==> src/rtl/cpu_pkg.sv <==
// Shared CPU constants and types: fetch vectors, next-PC select encodings,
// the NOP word and the interrupt-sequencing states.
package cpu_pkg;

  localparam logic [31:0] RESET_VEC_DEF = 32'h8000_0000;
  localparam logic [31:0] IRQ_VEC_DEF   = 32'h8000_0004;
  localparam logic [31:0] EXC_VEC_DEF   = 32'h8000_0008;
  localparam logic [31:0] NOP_WORD      = 32'h0000_0000;

  typedef enum logic [1:0] {
    PC_SEQ    = 2'd0,
    PC_BRANCH = 2'd1,
    PC_JUMP   = 2'd2,
    PC_JR     = 2'd3
  } pc_sel_t;

  typedef enum logic {
    IRQ_RUN     = 1'b0,
    IRQ_PENDING = 1'b1
  } irq_state_t;

  // Bit 31 is the supervisor flag; only redirects and vectors may change it.
  function automatic logic [31:0] pc_increment(input logic [31:0] pc);
    return {pc[31], pc[30:0] + 31'd4};
  endfunction

endpackage

==> src/rtl/instruction_fetch_if.sv <==
// Signal bundle between the fetch stage, the hazard/decode logic and the
// instruction memory. The fetch stage is the master.
interface instruction_fetch_if;
  import cpu_pkg::*;

  logic        stall;
  pc_sel_t     pc_sel;
  logic [31:0] branch_target;
  logic [31:0] jump_target;
  logic [31:0] jr_target;
  logic        irq;
  logic        exception;
  logic [31:0] imem_data;
  logic [31:0] imem_addr;
  logic [31:0] ifid_instr;
  logic [31:0] ifid_pc_plus4;
  logic        ifid_valid;
  logic [31:0] epc;
  logic        epc_valid;

  modport master (
    input  stall, pc_sel, branch_target, jump_target, jr_target,
           irq, exception, imem_data,
    output imem_addr, ifid_instr, ifid_pc_plus4, ifid_valid,
           epc, epc_valid
  );

  modport slave (
    output stall, pc_sel, branch_target, jump_target, jr_target,
           irq, exception, imem_data,
    input  imem_addr, ifid_instr, ifid_pc_plus4, ifid_valid,
           epc, epc_valid
  );

endinterface

==> src/rtl/instruction_fetch_ifid_reg.sv <==
// IF/ID pipeline register. Bubble wins over hold so a squash is never lost
// behind a stall; load captures the freshly fetched instruction.
module ifid_reg
  import cpu_pkg::*;
(
  input  logic        clk,
  input  logic        reset,
  input  logic        hold,
  input  logic        bubble,
  input  logic        load,
  input  logic [31:0] instr_d,
  input  logic [31:0] pc_plus4_d,
  output logic [31:0] instr,
  output logic [31:0] pc_plus4,
  output logic        valid
);

  always_ff @(posedge clk or negedge reset) begin
    if (!reset) begin
      instr    <= NOP_WORD;
      pc_plus4 <= 32'h0000_0000;
      valid    <= 1'b0;
    end else if (bubble) begin
      instr    <= NOP_WORD;
      pc_plus4 <= 32'h0000_0000;
      valid    <= 1'b0;
    end else if (!hold && load) begin
      instr    <= instr_d;
      pc_plus4 <= pc_plus4_d;
      valid    <= 1'b1;
    end
  end

endmodule

==> src/rtl/instruction_fetch.sv <==
// Fetch stage: program counter, next-PC selection, interrupt/exception entry
// and the EPC capture; the IF/ID register lives in ifid_reg.
module instruction_fetch
  import cpu_pkg::*;
#(
  parameter logic [31:0] RESET_VEC = RESET_VEC_DEF,
  parameter logic [31:0] IRQ_VEC   = IRQ_VEC_DEF,
  parameter logic [31:0] EXC_VEC   = EXC_VEC_DEF
)
(
  input logic                 clk,
  input logic                 reset,
  instruction_fetch_if.master bus
);

  logic [31:0] pc;
  logic [31:0] pc_next;
  logic [31:0] pc_seq;
  logic [31:0] redirect_target;
  logic        redirect;

  irq_state_t  state;
  irq_state_t  state_next;
  logic        irq_eligible;
  logic        irq_take;

  logic [31:0] epc_q;
  logic [31:0] epc_next;
  logic        epc_load;
  logic        epc_valid_q;

  logic        ifid_hold;
  logic        ifid_bubble;
  logic        ifid_load;

  assign bus.imem_addr = pc;
  assign bus.epc       = epc_q;
  assign bus.epc_valid = epc_valid_q;

  assign pc_seq       = pc_increment(pc);
  assign redirect     = (bus.pc_sel != PC_SEQ);
  assign irq_eligible = bus.irq && !pc[31];

  always_comb begin
    redirect_target = pc_seq;
    case (bus.pc_sel)
      PC_BRANCH: redirect_target = bus.branch_target;
      PC_JUMP:   redirect_target = bus.jump_target;
      PC_JR:     redirect_target = bus.jr_target;
      default:   redirect_target = pc_seq;
    endcase
  end

  always_ff @(posedge clk or negedge reset) begin
    if (!reset) begin
      state <= IRQ_RUN;
    end else begin
      state <= state_next;
    end
  end

  // A request seen during a stall is parked in PENDING and taken on the
  // first unstalled cycle, even if irq has since dropped.
  always_comb begin
    state_next = state;
    irq_take   = 1'b0;
    if (bus.exception) begin
      state_next = IRQ_RUN;
    end else if (!bus.stall && ((state == IRQ_PENDING) || irq_eligible)) begin
      irq_take   = 1'b1;
      state_next = IRQ_RUN;
    end else if (bus.stall && (state == IRQ_RUN) && irq_eligible) begin
      state_next = IRQ_PENDING;
    end
  end

  always_comb begin
    pc_next     = pc;
    epc_next    = epc_q;
    epc_load    = 1'b0;
    ifid_hold   = 1'b0;
    ifid_bubble = 1'b0;
    ifid_load   = 1'b0;
    if (bus.exception) begin
      pc_next     = EXC_VEC;
      epc_next    = bus.ifid_pc_plus4;
      epc_load    = 1'b1;
      ifid_bubble = 1'b1;
    end else if (irq_take) begin
      // Resume where the stream was heading, including a redirect this cycle.
      pc_next     = IRQ_VEC;
      epc_next    = redirect ? redirect_target : pc;
      epc_load    = 1'b1;
      ifid_bubble = 1'b1;
    end else if (bus.stall) begin
      ifid_hold   = 1'b1;
    end else if (redirect) begin
      pc_next     = redirect_target;
      ifid_bubble = 1'b1;
    end else begin
      pc_next     = pc_seq;
      ifid_load   = 1'b1;
    end
  end

  // epc_valid is registered so the pulse lines up with the updated epc.
  always_ff @(posedge clk or negedge reset) begin
    if (!reset) begin
      pc          <= RESET_VEC;
      epc_q       <= 32'h0000_0000;
      epc_valid_q <= 1'b0;
    end else begin
      pc          <= pc_next;
      epc_valid_q <= epc_load;
      if (epc_load) begin
        epc_q <= epc_next;
      end
    end
  end

  ifid_reg u_ifid_reg (
    .clk        (clk),
    .reset      (reset),
    .hold       (ifid_hold),
    .bubble     (ifid_bubble),
    .load       (ifid_load),
    .instr_d    (bus.imem_data),
    .pc_plus4_d (pc_seq),
    .instr      (bus.ifid_instr),
    .pc_plus4   (bus.ifid_pc_plus4),
    .valid      (bus.ifid_valid)
  );

endmodule

==> src/flat_wrapper.sv <==
// flat-port wrapper written by rule: the top's interface ports become plain ports
module instruction_fetch_flat import cpu_pkg::*;
#(
  parameter logic [31:0] RESET_VEC = RESET_VEC_DEF,
  parameter logic [31:0] IRQ_VEC   = IRQ_VEC_DEF,
  parameter logic [31:0] EXC_VEC   = EXC_VEC_DEF
)
  (clk, reset, bus_stall, bus_pc_sel, bus_branch_target, bus_jump_target, bus_jr_target, bus_irq, bus_exception, bus_imem_data, bus_imem_addr, bus_ifid_instr, bus_ifid_pc_plus4, bus_ifid_valid, bus_epc, bus_epc_valid);
  instruction_fetch_if bus_i ();
  input logic clk;
  input logic reset;
  input wire logic [$bits(bus_i.stall)-1:0] bus_stall;
  input wire logic [$bits(bus_i.pc_sel)-1:0] bus_pc_sel;
  input wire logic [$bits(bus_i.branch_target)-1:0] bus_branch_target;
  input wire logic [$bits(bus_i.jump_target)-1:0] bus_jump_target;
  input wire logic [$bits(bus_i.jr_target)-1:0] bus_jr_target;
  input wire logic [$bits(bus_i.irq)-1:0] bus_irq;
  input wire logic [$bits(bus_i.exception)-1:0] bus_exception;
  input wire logic [$bits(bus_i.imem_data)-1:0] bus_imem_data;
  output wire logic [$bits(bus_i.imem_addr)-1:0] bus_imem_addr;
  output wire logic [$bits(bus_i.ifid_instr)-1:0] bus_ifid_instr;
  output wire logic [$bits(bus_i.ifid_pc_plus4)-1:0] bus_ifid_pc_plus4;
  output wire logic [$bits(bus_i.ifid_valid)-1:0] bus_ifid_valid;
  output wire logic [$bits(bus_i.epc)-1:0] bus_epc;
  output wire logic [$bits(bus_i.epc_valid)-1:0] bus_epc_valid;
  assign bus_i.stall = bus_stall;
  assign bus_i.pc_sel = bus_pc_sel;
  assign bus_i.branch_target = bus_branch_target;
  assign bus_i.jump_target = bus_jump_target;
  assign bus_i.jr_target = bus_jr_target;
  assign bus_i.irq = bus_irq;
  assign bus_i.exception = bus_exception;
  assign bus_i.imem_data = bus_imem_data;
  assign bus_imem_addr = bus_i.imem_addr;
  assign bus_ifid_instr = bus_i.ifid_instr;
  assign bus_ifid_pc_plus4 = bus_i.ifid_pc_plus4;
  assign bus_ifid_valid = bus_i.ifid_valid;
  assign bus_epc = bus_i.epc;
  assign bus_epc_valid = bus_i.epc_valid;
  instruction_fetch #(.RESET_VEC(RESET_VEC), .IRQ_VEC(IRQ_VEC), .EXC_VEC(EXC_VEC)) u_core (.clk(clk), .reset(reset), .bus(bus_i));
endmodule
==> config.mk <==
export PLATFORM = sky130hd
export DESIGN_NAME = instruction_fetch_flat
export DESIGN_NICKNAME = d
export VERILOG_FILES = /design/src/rtl/cpu_pkg.sv /design/src/rtl/instruction_fetch_if.sv /design/src/rtl/instruction_fetch_ifid_reg.sv /design/src/rtl/instruction_fetch.sv /design/src/flat_wrapper.sv
export SDC_FILE = /design/constraint.sdc
export NUM_CORES = 1
export LEC_CHECK = 0
export ABC_AREA = 1
export CAP_MARGIN = 20
export CORE_ASPECT_RATIO = 1.1
export CORE_MARGIN = 3
export CORE_UTILIZATION = 45
export CTS_CLUSTER_SIZE = 20
export DETAILED_ROUTE_END_ITERATION = 7
export PLACE_DENSITY_LB_ADDON = 0.2
export SETUP_SLACK_MARGIN = 0.2
export SLEW_MARGIN = 20
export SYNTH_ARGS = -nofsm -noshare
export SYNTH_HDL_FRONTEND = slang
export SYNTH_SLANG_ARGS = --single-unit
export TNS_END_PERCENT = 5
==> constraint.sdc <==
create_clock -name clk -period 1.8 [get_ports clk]
set_clock_uncertainty 0.05 [all_clocks]
set_input_delay 0.18 -clock clk [delete_from_list [all_inputs] [get_ports clk]]
set_output_delay 0.18 -clock clk [all_outputs]
set_load 0.01 [all_outputs]
After elaboration in Yosys (flattened, before gate mapping)
Index checks and enable logic that the tools add are counted.
Storage, ports and cells
  register bits after elaboration: 131
  latch bits: 0
  RAM bits: 0
  ROM bits: 0
  output and inout bits: 130
  word-level logic and storage cells: 62
  memories kept: 0
Operators by class
  add/subtract/negate cells: 1
  $mul: 0
  div/mod/pow operators: 0
  magnitude comparators: 0
  eq/ne operators: 4
  shift operators: 0
  muxes and demuxes: 32
  bitwise gates (word level): 1
  reductions and logical operators: 16
Operators by type and width (count)
  $mux W32: 11
  $pmux W32 S3: 1
  $add A31 B3 Y31 const B: 1
  $mux W1: 20
  $reduce_bool A2 Y1: 3
  $reduce_bool A3 Y1: 2
  $logic_and A1 B1 Y1: 5
  $eq A2 B2 Y1 const B: 2
  $reduce_and A2 Y1: 2
  $logic_not A1 Y1: 3
  $ne A3 B1 Y1 const B: 1
  $eq A2 B1 Y1 const B: 1
  $logic_or A1 B1 Y1: 1
  $not A1 Y1: 1

Longest topological paths before layout
Gate-level depths: netlist of run 1.
  depth in word-level cells: 12
  mapped depth: 12

Cells and area by module
From an unflattened synthesis of run 1, not the netlist that was laid out.
Unflattened totals
  cell total of the unflattened synthesis: 1006
  area, all modules: 7718.7 um2
By module, submodules not included
  instruction_fetch: times used 1, cells each 709, area an instance 4772.1 um2
  ifid_reg: times used 1, cells each 297, area an instance 2946.6 um2

Worst setup path after synthesis of run 1
OpenSTA, ideal clock, no wires.
  kind: flip-flop to flip-flop
  from: reg u_core.pc[3] (netlist: u_core.bus.imem_addr[3])
  to: reg u_core.pc[26] (netlist: u_core.bus.imem_addr[26])
  library setup time: 0.116 ns
  arrival time: 1.483 ns
  slack: 0.151 ns
  stages on the path, launching flop included: 13
  cells stage by stage: dfrtp_1 ha_1 nand2_2 nor2_8 nand2_8 nor2_8 nand2_1 nand2_1 nand2_1 nand2_1 nand2_1 nand2_1 nand2_1
Between the ends
  longest elaborated chain between the ends: 6
Ends and longest elaborated chain
  from (decl): line instruction_fetch.sv:16  | logic [31:0] pc;
  from (signal assigned): line instruction_fetch.sv:113  | pc <= pc_next;
  $add A31 B3 Y31 (*): line cpu_pkg.sv:24  | return {pc[31], pc[30:0] + 31'd4};
  $pmux W32 S3: line instruction_fetch.sv:46  | case (bus.pc_sel)
  $mux W32 (*): line instruction_fetch.sv:97  | end else if (redirect) begin
  $mux W32 (*): line instruction_fetch.sv:95  | end else if (bus.stall) begin
  $mux W32 (*): line instruction_fetch.sv:89  | end else if (irq_take) begin
  $mux W32 (*): line instruction_fetch.sv:84  | if (bus.exception) begin
Every way passes the cells marked *; elsewhere a longest branch is shown, timed or not. The select of a mux whose other input is x is not followed.
A chain may end at the register's enable or synchronous reset.

Worst setup path after layout of run 1
  from: reg u_core.pc[8] (netlist: u_core.bus.imem_addr[8])
  to: out bus_imem_addr[8]
RTL lines
  to (decl): line flat_wrapper.sv:20  | output wire logic [$bits(bus_i.imem_addr)-1:0] bus_imem_addr;
No word-level cell between the ends.

==> results of run 1 <==
cells in the final DEF, fill, tap and decap left out, drive strengths merged:
cell type and count:
a22o 49, clkinv 5, nand3 31, o211ai 13
clkinvlp 4, o21ai 62, dlygate4sd2 5, dfrtp 130
dlygate4sd3 1, or2 1, bufinv 3, xor2 11
dlymetal6s2s 2, nand4 2, dfstp 1, o31ai 1
a21oi 34, and2 1, buf 70, nor2 48
inv 87, clkdlybuf4s50 256, o22ai 28, ha 1
nand2 330, clkbuf 18, a31oi 1
kinds of logic (layout without fill, tap and decap cells):
| kind of cell | Yosys count | in the layout |
|---|---|---|
| flip-flops | 131 | 131 |
| AND/OR/NAND/NOR | 413 | 413 |
| XOR/XNOR | 11 | 11 |
| AO/OA/AOI/OAI | 188 | 188 |
| buffers and inverters | 127 | 451 |
| adder cells (fa/ha/maj) | 1 | 1 |
per-layer routing:
layer | track usage [%] | share of wire (%) | vias up
met2 | 49.91 | 48 | 408
met1 | 37.05 | 40 | 3556
met3 | 7.859 | 9.0 | 53
li1 | - | - | 3476
met4 | 8.952 | 2.8 | 0
met5 | 0 | 0 | -
worst max-delay path, cell delays in order (launching register included):
cell,delay (ns)
dfrtp_1,0.38
buf_4,0.14
clkdlybuf4s50_1,0.56
state kept, by name, indices dropped and copies added, names as in the netlist:
register	cells
u_core.bus.epc	32
u_core.bus.epc_valid	1
u_core.bus.imem_addr	32
u_core.state	1
u_core.u_ifid_reg.instr	32
u_core.u_ifid_reg.pc_plus4	32
u_core.u_ifid_reg.valid	1
power groups by stage:
| stage | clock, uW | combinational (uW) | sequential (uW) |
|---|---|---|---|
| floorplan | 0 | 486 | 3270 |
| global placement | 0 | 1430 | 3230 |
| detailed placement | 0 | 1450 | 3230 |
| CTS | 3510 | 1460 | 3180 |
| global route | 3650 | 1620 | 3200 |
| finish | 3500 | 1500 | 3190 |
timing repair:
item                                    4_1_cts  5_1_grt
pin swaps                                     0       11
gates resized for setup                       8       34
hold buffers                                  1        0
setup buffers                                 1       15
cloned                                        0        0
endpoints found under the setup margin      139      176
endpoints found under the hold margin        71        0
stage by stage:
stage                     hold slack, ns  utilization [%]
after global placement           0.05399            69.51
final                             0.1753            75.01
after CTS                         0.1872            73.62
after floorplan                  -0.1656                -
after global routing              0.2111            75.01
after detailed placement         0.06331            69.51
synth_stat cells (2+ instances only):
cell | instances | area, um2
o21ai_1 | 24 | 120.1
nand2_2 | 5 | 31.28
a22o_1 | 49 | 429.2
nand4_1 | 2 | 12.51
o211ai_1 | 13 | 97.59
nor2_2 | 10 | 62.56
clkbuf_1 | 6 | 22.52
nor2_1 | 27 | 101.4
nor2_8 | 4 | 80.08
buf_2 | 26 | 130.1
dfrtp_1 | 130 | 3253
buf_4 | 7 | 52.55
nand2_1 | 322 | 1209
nand3_1 | 30 | 150.1
inv_2 | 11 | 41.29
o21ai_0 | 38 | 190.2
a21oi_1 | 32 | 160.2
xor2_1 | 10 | 87.58
nand2_4 | 2 | 22.52
nor2_4 | 7 | 78.83
a21oi_2 | 2 | 17.52
o22ai_1 | 28 | 175.2
inv_1 | 75 | 281.5
worst max path at each step:
stage / startpoint / to / slack (ns) / cells after the start
after floorplan: u_core.bus.imem_addr[2]$_DFFE_PN0P_ / u_core.bus.imem_addr[26]$_DFFE_PN0P_ / 0.22 / 12
after global placement: bus_pc_sel[1] / u_core.bus.epc[8]$_DFFE_PN0P_ / -0.04 / 9
after detailed placement: bus_pc_sel[1] / u_core.bus.epc[8]$_DFFE_PN0P_ / -0.09 / 9
after CTS: u_core.bus.imem_addr[21]$_DFFE_PN0P_ / bus_imem_addr[21] / 0.02 / 1
after global routing: u_core.bus.imem_addr[5]$_DFFE_PN0P_ / u_core.bus.imem_addr[10]$_DFFE_PN0P_ / 0.01 / 9
final: u_core.bus.imem_addr[8]$_DFFE_PN0P_ / bus_imem_addr[8] / 0.06 / 2
cell type report:
cell class | instances | area, um2
fill | 1103 | 3682
timing repair buffer | 334 | 3387
sequential | 131 | 3298
multi-input combinational | 613 | 3213
clock buffer | 18 | 429.2
inverter | 86 | 322.8
tap | 192 | 240.2
clock inverter | 13 | 161.4
==> summary.md, run 1 <==
| Metric | Value |
|---|---|
| Simple-gate share of the synthesized area | `25.91%` |
| Routed Antenna Nets | `0` |
| Antenna violations before repair | `0` |
| Finished Layout Cells | `between 1000 and 1500` |
| Worst reg2reg endpoint | `u_core.bus.imem_addr[3]$_DFFE_PN0P_` |
| Primary FF master, synth | `dfrtp_1` |
| Number of global-route vias before repair | `7313` |
| Max Freq | `575.2 MHz` |
| Via Count | `roughly 7500` |
| Number of I/O port buffers | `~260` |
| Ports | `265` |
| Async S/R FF share, synth | `100.0%` |
| Nets | `1319` |
| Post-synthesis mux area share | `0%` |
| Post-Syn Instances | `871` |
| Status | `completed` |
| Sw Share | `26.55%` |
| Clk_lat worst skew | `0.43 ns` |
| Die Y | `roughly 140 um` |
| Hold Vio Cnt, Final | `0` |
| MaxCap Viol Count | `0` |
| Tightest Hold Check Type | `input port to async pin` |
| LEAKAGE | `0.005056 uW` |
| Cell area after placement | `10240 um2` |
| Mapped Area | `a little under 7000 um2` |
| Worst r2r path cells | `9` |
| Area Growth Syn to Fin | `59.24%` |
| Pin count of the biggest net entering global routing | `60` |
| Max VDD drop | `about 570 uV` |
| Synthesis warning total | `0` |
| Synth Area in Compound Gates | `17.34%` |
| Rows | `46` |
| TritonRoute pass-1 iters | `6` |
| Routability Congestion | `0.8805` |
| Pwr Density | `740.8 nW/um2` |
| Drt drc | `0` |
| Finish-stage setup viols | `0` |
| Internal | `6014 uW` |
| Netlist cell types | `34` |
| Dpl cells | `around 1300` |
| Minimum clock period | `1.739 ns` |
| Clk root buf | `clkbuf_16` |
| HPWL Detailed | `between 15000 and 20000 um` |
| Iter 0 DRT Violations | `930` |
| Main combinational cell family by area after synthesis | `simple AND/OR/NAND/NOR gates` |
| Setup Total Neg Slack | `0 ns` |
| Max transition margin | `between 70% and 80%` |
| Total track usage | `a little under 30%` |
| Share of post-route cells with drive strength above 1 | `14.64%` |
| Total CTS buffers | `17` |
| Setup slack, reg-to-reg | `about 0.1 ns` |
| First-pass GRT wire length | `39240 um` |
| Arrival @ worst endpoint | `1.51 ns` |
| RSZ-0062 raised after global routing | `true` |
| H-tree levels | `4` |
| Net Count, Synth | `1007` |
| Final Instance Area | `~11000 um2` |
| Synth Area in Adders | `0.1803%` |
| Core box area | `approximately 15000 um2` |
| Clk buf depth | `2` |
| Syn_area_per_cell | `7.968 um2` |
| Reg2Reg Launch Point | `u_core.bus.imem_addr[31]$_DFFE_PN1P_` |
| Startpoint Class | `register` |
| Post-Place Worst Slack | `-0.09283 ns` |
| Sequential-to-total area share from yosys stat | `47.25%` |
| Worst setup path category | `register to primary output` |
| Vias per cell | `approximately 5.4` |
| Die area | `16950 um2` |
| Number of synthesized register bits | `131` |
| Clock-pin slew on the worst setup and hold paths | `0.06 ns` |
| Critical Path Fanout Max | `3` |
| Max-slew violations | `0` |
| Final Power | `8187 uW` |
| Nature of the critical path endpoint | `primary output` |
| P_sw | `2173 uW` |
| Chip Width | `124.4 um` |
| Clock power frac | `42.7%` |
| Logic pwr share | `between 10% and 20%` |
| Antenna Cells | `0` |
| Gr ovfl total | `0` |
| Initial Utilization | `around 47%` |
| WP data required | `about 1.6 ns` |
| Sequential Power Share | `38.9%` |
| WL final | `about 25000 um` |
| Worst-margin pin slew | `between 0.3 and 0.4 ns` |
| WL per Instance | `18.19 um` |
| TritonCTS clock tree | `built` |
| Slack of the critical path | `0.06137 ns` |
| Number of synthesized flops with an enable pin | `0` |
| Final period utilization | `between 90% and 100%` |
| Xor/xnor share of the synthesized area | `1.496%` |
| Clock sink count | `between 100 and 150` |
(Power assumes the default switching activity.)
==> run 2, diff against run 1 <==
--- a/config.mk
+++ b/config.mk
@@ -10,7 +10,7 @@
 export CORE_ASPECT_RATIO = 1.1
 export CORE_MARGIN = 3
 export CORE_UTILIZATION = 45
-export CTS_CLUSTER_SIZE = 20
+export CTS_CLUSTER_SIZE = 10
 export DETAILED_ROUTE_END_ITERATION = 7
 export PLACE_DENSITY_LB_ADDON = 0.2
 export SETUP_SLACK_MARGIN = 0.2
==> results of run 2 <==
No change in the layout: final DEF, timing and power equal those of run 1.
==> run 3, diff against run 2 <==
--- a/config.mk
+++ b/config.mk
@@ -8,7 +8,7 @@
 export ABC_AREA = 1
 export CAP_MARGIN = 20
 export CORE_ASPECT_RATIO = 1.1
-export CORE_MARGIN = 3
+export CORE_MARGIN = 1
 export CORE_UTILIZATION = 45
 export CTS_CLUSTER_SIZE = 10
 export DETAILED_ROUTE_END_ITERATION = 7
==> summary.md, run 3 (same netlist as run 1, synthesis figures left out) <==
| Metric | Value |
|---|---|
| Worst-margin pin slew | `0.4342 ns` |
| Worst reg2reg endpoint | `u_core.bus.imem_addr[18]$_DFFE_PN0P_` |
| Startpoint Class | `register` |
| Via Count | `7376` |
| Rows | `47` |
| Worst r2r path cells | `11` |
| Dpl cells | `1343` |
| MaxCap Viol Count | `0` |
| TritonCTS clock tree | `built` |
| Setup slack, reg-to-reg | `0.06 ns` |
| H-tree levels | `4` |
| Chip Width | `120.4 um` |
| Critical Path Fanout Max | `6` |
| Final period utilization | `98.49%` |
| WL final | `about 24000 um` |
| WL per Instance | `17.49 um` |
| HPWL Detailed | `17750 um` |
| TritonRoute pass-1 iters | `5` |
| Top delay family on crit path | `buffers and inverters` |
| Critical path's slowest cell | `clkdlybuf4s50_1` |
| Die Y | `132.3 um` |
| Number of I/O port buffers | `264` |
| Core box area | `15050 um2` |
| Routability Congestion | `0.9176` |
| CP cell instances | `clkdlybuf4s50_1` |
| Post-Place Worst Slack | `-0.1824 ns` |
| Pin count of the biggest net entering global routing | `50` |
| Cell area after placement | `between 10000 and 15000 um2` |
| Area Growth Syn to Fin | `58.66%` |
| Worst setup path category | `register to primary output` |
| CP peak stage delay | `0.63 ns` |
| Total track usage | `approximately 30%` |
| Nets | `between 1000 and 1500` |
| Antenna violations before repair | `2` |
| Hold Slack | `~0.20 ns` |
| Nature of the critical path endpoint | `primary output` |
| Die area | `around 16000 um2` |
| Clk root buf | `clkbuf_16` |
| Clock-pin slew on the worst setup and hold paths | `0.06 ns` |
| First-pass GRT wire length | `around 38000 um` |
| Share of post-route cells with drive strength above 1 | `15.26%` |
| Max VDD drop | `576.9 uV` |
| Number of global-route vias before repair | `7198` |
| Commonest non-fill, non-tap cells in the layout | `nand2_1 (311), clkdlybuf4s50_1 (257), dfrtp_1 (114)` |
| Slack of the critical path | `around 0.027 ns` |
| Max-slew violations | `0` |
| Reg2Reg Launch Point | `u_core.bus.imem_addr[3]$_DFFE_PN0P_` |
| Gr ovfl total | `0` |
| Buf/Inv on CP | `1` |
| Drt drc | `0` |
| Finished Layout Cells | `approximately 1400` |
| Clk buf depth | `2` |
| Finish-stage setup viols | `0` |
| Max Freq | `564.1 MHz` |
| Iter 0 DRT Violations | `618` |
| Vias per cell | `5.303` |
| Most common cell after layout, fill and taps aside | `nand2_1` |
| Minimum clock period | `1.773 ns` |
| Hold Vio Cnt, Final | `0` |
| Total CTS buffers | `17` |
| LEAKAGE | `0.005005 uW` |
| Utilization after layout | `around three quarters` |
| Ports | `265` |
| Status | `completed` |
| Pwr Density | `742.4 nW/um2` |
| Max transition margin | `71.06%` |
| WP data required | `between 1.5 and 2 ns` |
| Tightest Hold Check Type | `input port to async pin` |
| Initial Utilization | `a little under half` |
| RSZ-0062 raised after global routing | `true` |
| Final Instance Area | `about 11000 um2` |
| Routed Antenna Nets | `0` |
| Clk_lat worst skew | `about 0.42 ns` |
| Arrival @ worst endpoint | `1.54 ns` |
| Clock sink count | `131` |
-- run 3: changes by cell type in the layout (fill, tap and decap cells not counted), sizes merged --
| cell | delta |
|---|---|
| diode | +2 |
| inv | +1 |
| clkbuf | +1 |
| clkinv | -3 |
| dlymetal6s2s | -1 |
| clkinvlp | +1 |
| clkdlybuf4s50 | +1 |
| buf | -2 |
-- run 3: report_power, final --
part | internal, uW | total [uW] | leakage [uW] | switching (uW)
Combinational | 757 | 1470 | 0.00296 | 717
Clock | 2210 | 3520 | 0.000278 | 1310
Sequential | 3070 | 3190 | 0.00177 | 116
-- run 3: routing by layer --
metal	routed length [um]	share of wire [%]	GRT usage [%]	vias up
met4	872	3.6	13.72	0
met5	0	0	0	-
met1	9539	39	39.45	3455
met3	2161	8.9	7.656	57
li1	-	-	-	3469
met2	11750	48	49.30	395
-- run 3: per-stage QoR --
step / setup TNS, ns / total power, uW
2_1_floorplan: 0 / 3753
3_3_place_gp: -1.413 / 4640
3_5_place_dp: -2.934 / 4653
4_1_cts: 0 / 8168
5_1_grt: -0.01173 / 8497
6_report: 0 / 8175
-- run 3: layout make-up --
class | instances | area (um2)
tap | 196 | 245.2
sequential | 131 | 3299
inverter | 86 | 322.8
timing repair buffer | 332 | 3291
clock inverter | 12 | 155.1
antenna | 2 | 5.005
fill | 1157 | 4043
clock buffer | 19 | 442.9
multi-input combinational | 613 | 3251
-- run 3: what timing repair did --
action | 4_1_cts | 5_1_grt
hold endpoints to repair | 41 | 0
gates resized for setup | 6 | 46
setup buffers | 2 | 12
pin swaps | 0 | 15
hold buffers | 1 | 0
endpoints found under the setup margin | 120 | 160
-- run 3: how the worst max path moves through the flow --
stage	start	end	slack [ns]	cells after the start
floorplan	u_core.bus.imem_addr[2]$_DFFE_PN0P_	u_core.bus.imem_addr[26]$_DFFE_PN0P_	0.22	12
global placement	bus_pc_sel[1]	u_core.bus.epc[20]$_DFFE_PN0P_	-0.15	10
detailed placement	bus_pc_sel[1]	u_core.bus.imem_addr[20]$_DFFE_PN0P_	-0.18	10
CTS	u_core.bus.imem_addr[14]$_DFFE_PN0P_	u_core.bus.imem_addr[23]$_DFFE_PN0P_	0.04	11
global route	u_core.bus.imem_addr[28]$_DFFE_PN0P_	bus_imem_addr[28]	-0.01	1
finish	u_core.bus.imem_addr[28]$_DFFE_PN0P_	bus_imem_addr[28]	0.03	1
==> RTL change (settings of run 2) <==
Reset style: synchronous (`reset`), changed in 3 clocked blocks.
--- a/src/rtl/instruction_fetch_ifid_reg.sv
+++ b/src/rtl/instruction_fetch_ifid_reg.sv
@@ -17,3 +17,3 @@
 
-  always_ff @(posedge clk or negedge reset) begin
+  always_ff @(posedge clk) begin
     if (!reset) begin
--- a/src/rtl/instruction_fetch.sv
+++ b/src/rtl/instruction_fetch.sv
@@ -53,3 +53,3 @@
 
-  always_ff @(posedge clk or negedge reset) begin
+  always_ff @(posedge clk) begin
     if (!reset) begin
@@ -106,3 +106,3 @@
   // epc_valid is registered so the pulse lines up with the updated epc.
-  always_ff @(posedge clk or negedge reset) begin
+  always_ff @(posedge clk) begin
     if (!reset) begin
Behaviour: differs if reset is asserted again (counterexample within 4 cycles, from zero or initial values and one cycle with reset low); with reset held inactive, the same outputs for 4 cycles.
==> RTL change against run 2 <==
Final area fell by 4.1%. Wire length shrank 6.0%. Worst setup slack improved by 11 ps. Area after synthesis down 4.1%. Sequential cell count stayed put. Total power decreased by 8.4%. Final cell count grew 10%. Die area down 3.9%. Critical endpoint is now bus_imem_addr[18]. Global-route usage decreased by 1.2 points. Utilization about the same. Largest power group unchanged. First-iteration DRC count decreased by 23%. Hold slack improved by 81 ps.
==> RTL change: results (changes against run 2) <==
metric,value,unit,change
DR vias/cell,5.10,,-5.6%
synth cell count leaders,"327 x nand2_1, 148 x nor2_1, 131 x dfxtp_1",,
crit path max fanout,6,,+3
outcome,"finished, final reports clean",,
Initial DRC Count,713,,-23%
"slowest stage delay, CP",610,ps,+50 ps
Synth cell types,30,,-12%
dpl cell area,0.00980,mm2,-4.3%
Syn Area/Cell,6.39,um2,-20%
Power Internal,5.56,mW,-7.5%
"top cells by area, synth","dfxtp_1 39%, nand2_1 18%, a21oi_1 9.7%",,
largest net degree at the start of global routing,37,,-38%
Worst Setup SP,u_core.bus.imem_addr[18],,
final-stage net count,1464,,+11%
Yosys top cell by area,dfxtp_1,,
Sw Pwr,1.94,mW,-11%
drt total wl,23700,um,-6.0%
vias in the first global route,7145,,-2.3%
dpl ws,-120,ps,-27.6 ps
routed vias,7797,,+4.1%
post-synthesis net count,1177,,+17%
GPL Wtd Cong,0.891,,+1.2%
HPWL after DPL,16900,um,-8.0%
Pleak,4.19,nW,-17%
grt met3 use,0.0650,,-0.0136
GR Util met2,0.500,,+0.000594
Power Sequential,3.00,mW,-6%
layout cell share with drive strength beyond 1,0.115,,-0.0316
Hold WC Path Type,in2reg,,
-- RTL change: cell types whose count changed after synthesis, sizes merged, moves of 6 or more --
cell,delta
o21ai,+22
clkbuf,+12
o22ai,-28
o211ai,-12
inv,-7
dfxtp,+131
a21oi,+95
nor2,+112
nand3,+6
nand3b,+7
a22o,-49
dfrtp,-130
-- RTL change: final cells by class --
type                       count  area (um2)
fill                        1118        3530
sequential                   131        2650
clock inverter                14         156
clock buffer                  18         429
multi-input combinational    773        3550
timing repair buffer         326        3290
inverter                      79         297
tap                          188         235
-- RTL change: per-layer routing --
layer  vias up  part of all wire
met5         -                 0
met4         0             0.018
met3        31             0.078
met2       325              0.51
met1      3563              0.40
li1       3878                 -
-- RTL change: cells by family after synthesis --
kind of cell,count (synthesis),share of synthesized area
xor gates and xnor gates,15,0.0197
AOI/OAI and AO/OA,217,0.165
adders and majority gates,1,0.00188
DFF,131,0.394
and+or+nand+nor,540,0.329
buffers and inverters,137,0.0902
-- RTL change: through the flow --
step / TNS (ps) / hold WS (ps)
6_report: 0 / 256
5_1_grt: 0 / 263
4_1_cts: 0 / 249
3_5_place_dp: -3070 / 400
3_3_place_gp: -379 / 396
2_1_floorplan: 0 / 228
-- RTL change: path summary, 6_finish.rpt --
| check | endpoint | slack (ps) | cells after the start |
|---|---|---|---|
| min | u_core.u_ifid_reg.instr[14] | 260 | 3 |
| max reg2reg | u_core.u_ifid_reg.pc_plus4[23] | 160 | 10 |
| max | bus_imem_addr[18] | 70 | 1 |
| min reg2reg | u_core.u_ifid_reg.instr[10] | 410 | 2 |
-- RTL change: timing repair --
| action | in CTS | in global routing |
|---|---|---|
| pin swaps | 0 | 15 |
| setup buffers | 0 | 7 |
| gates resized for setup | 8 | 46 |
| gates cloned | 0 | 1 |
| endpoints found under the setup margin | 54 | 151 |
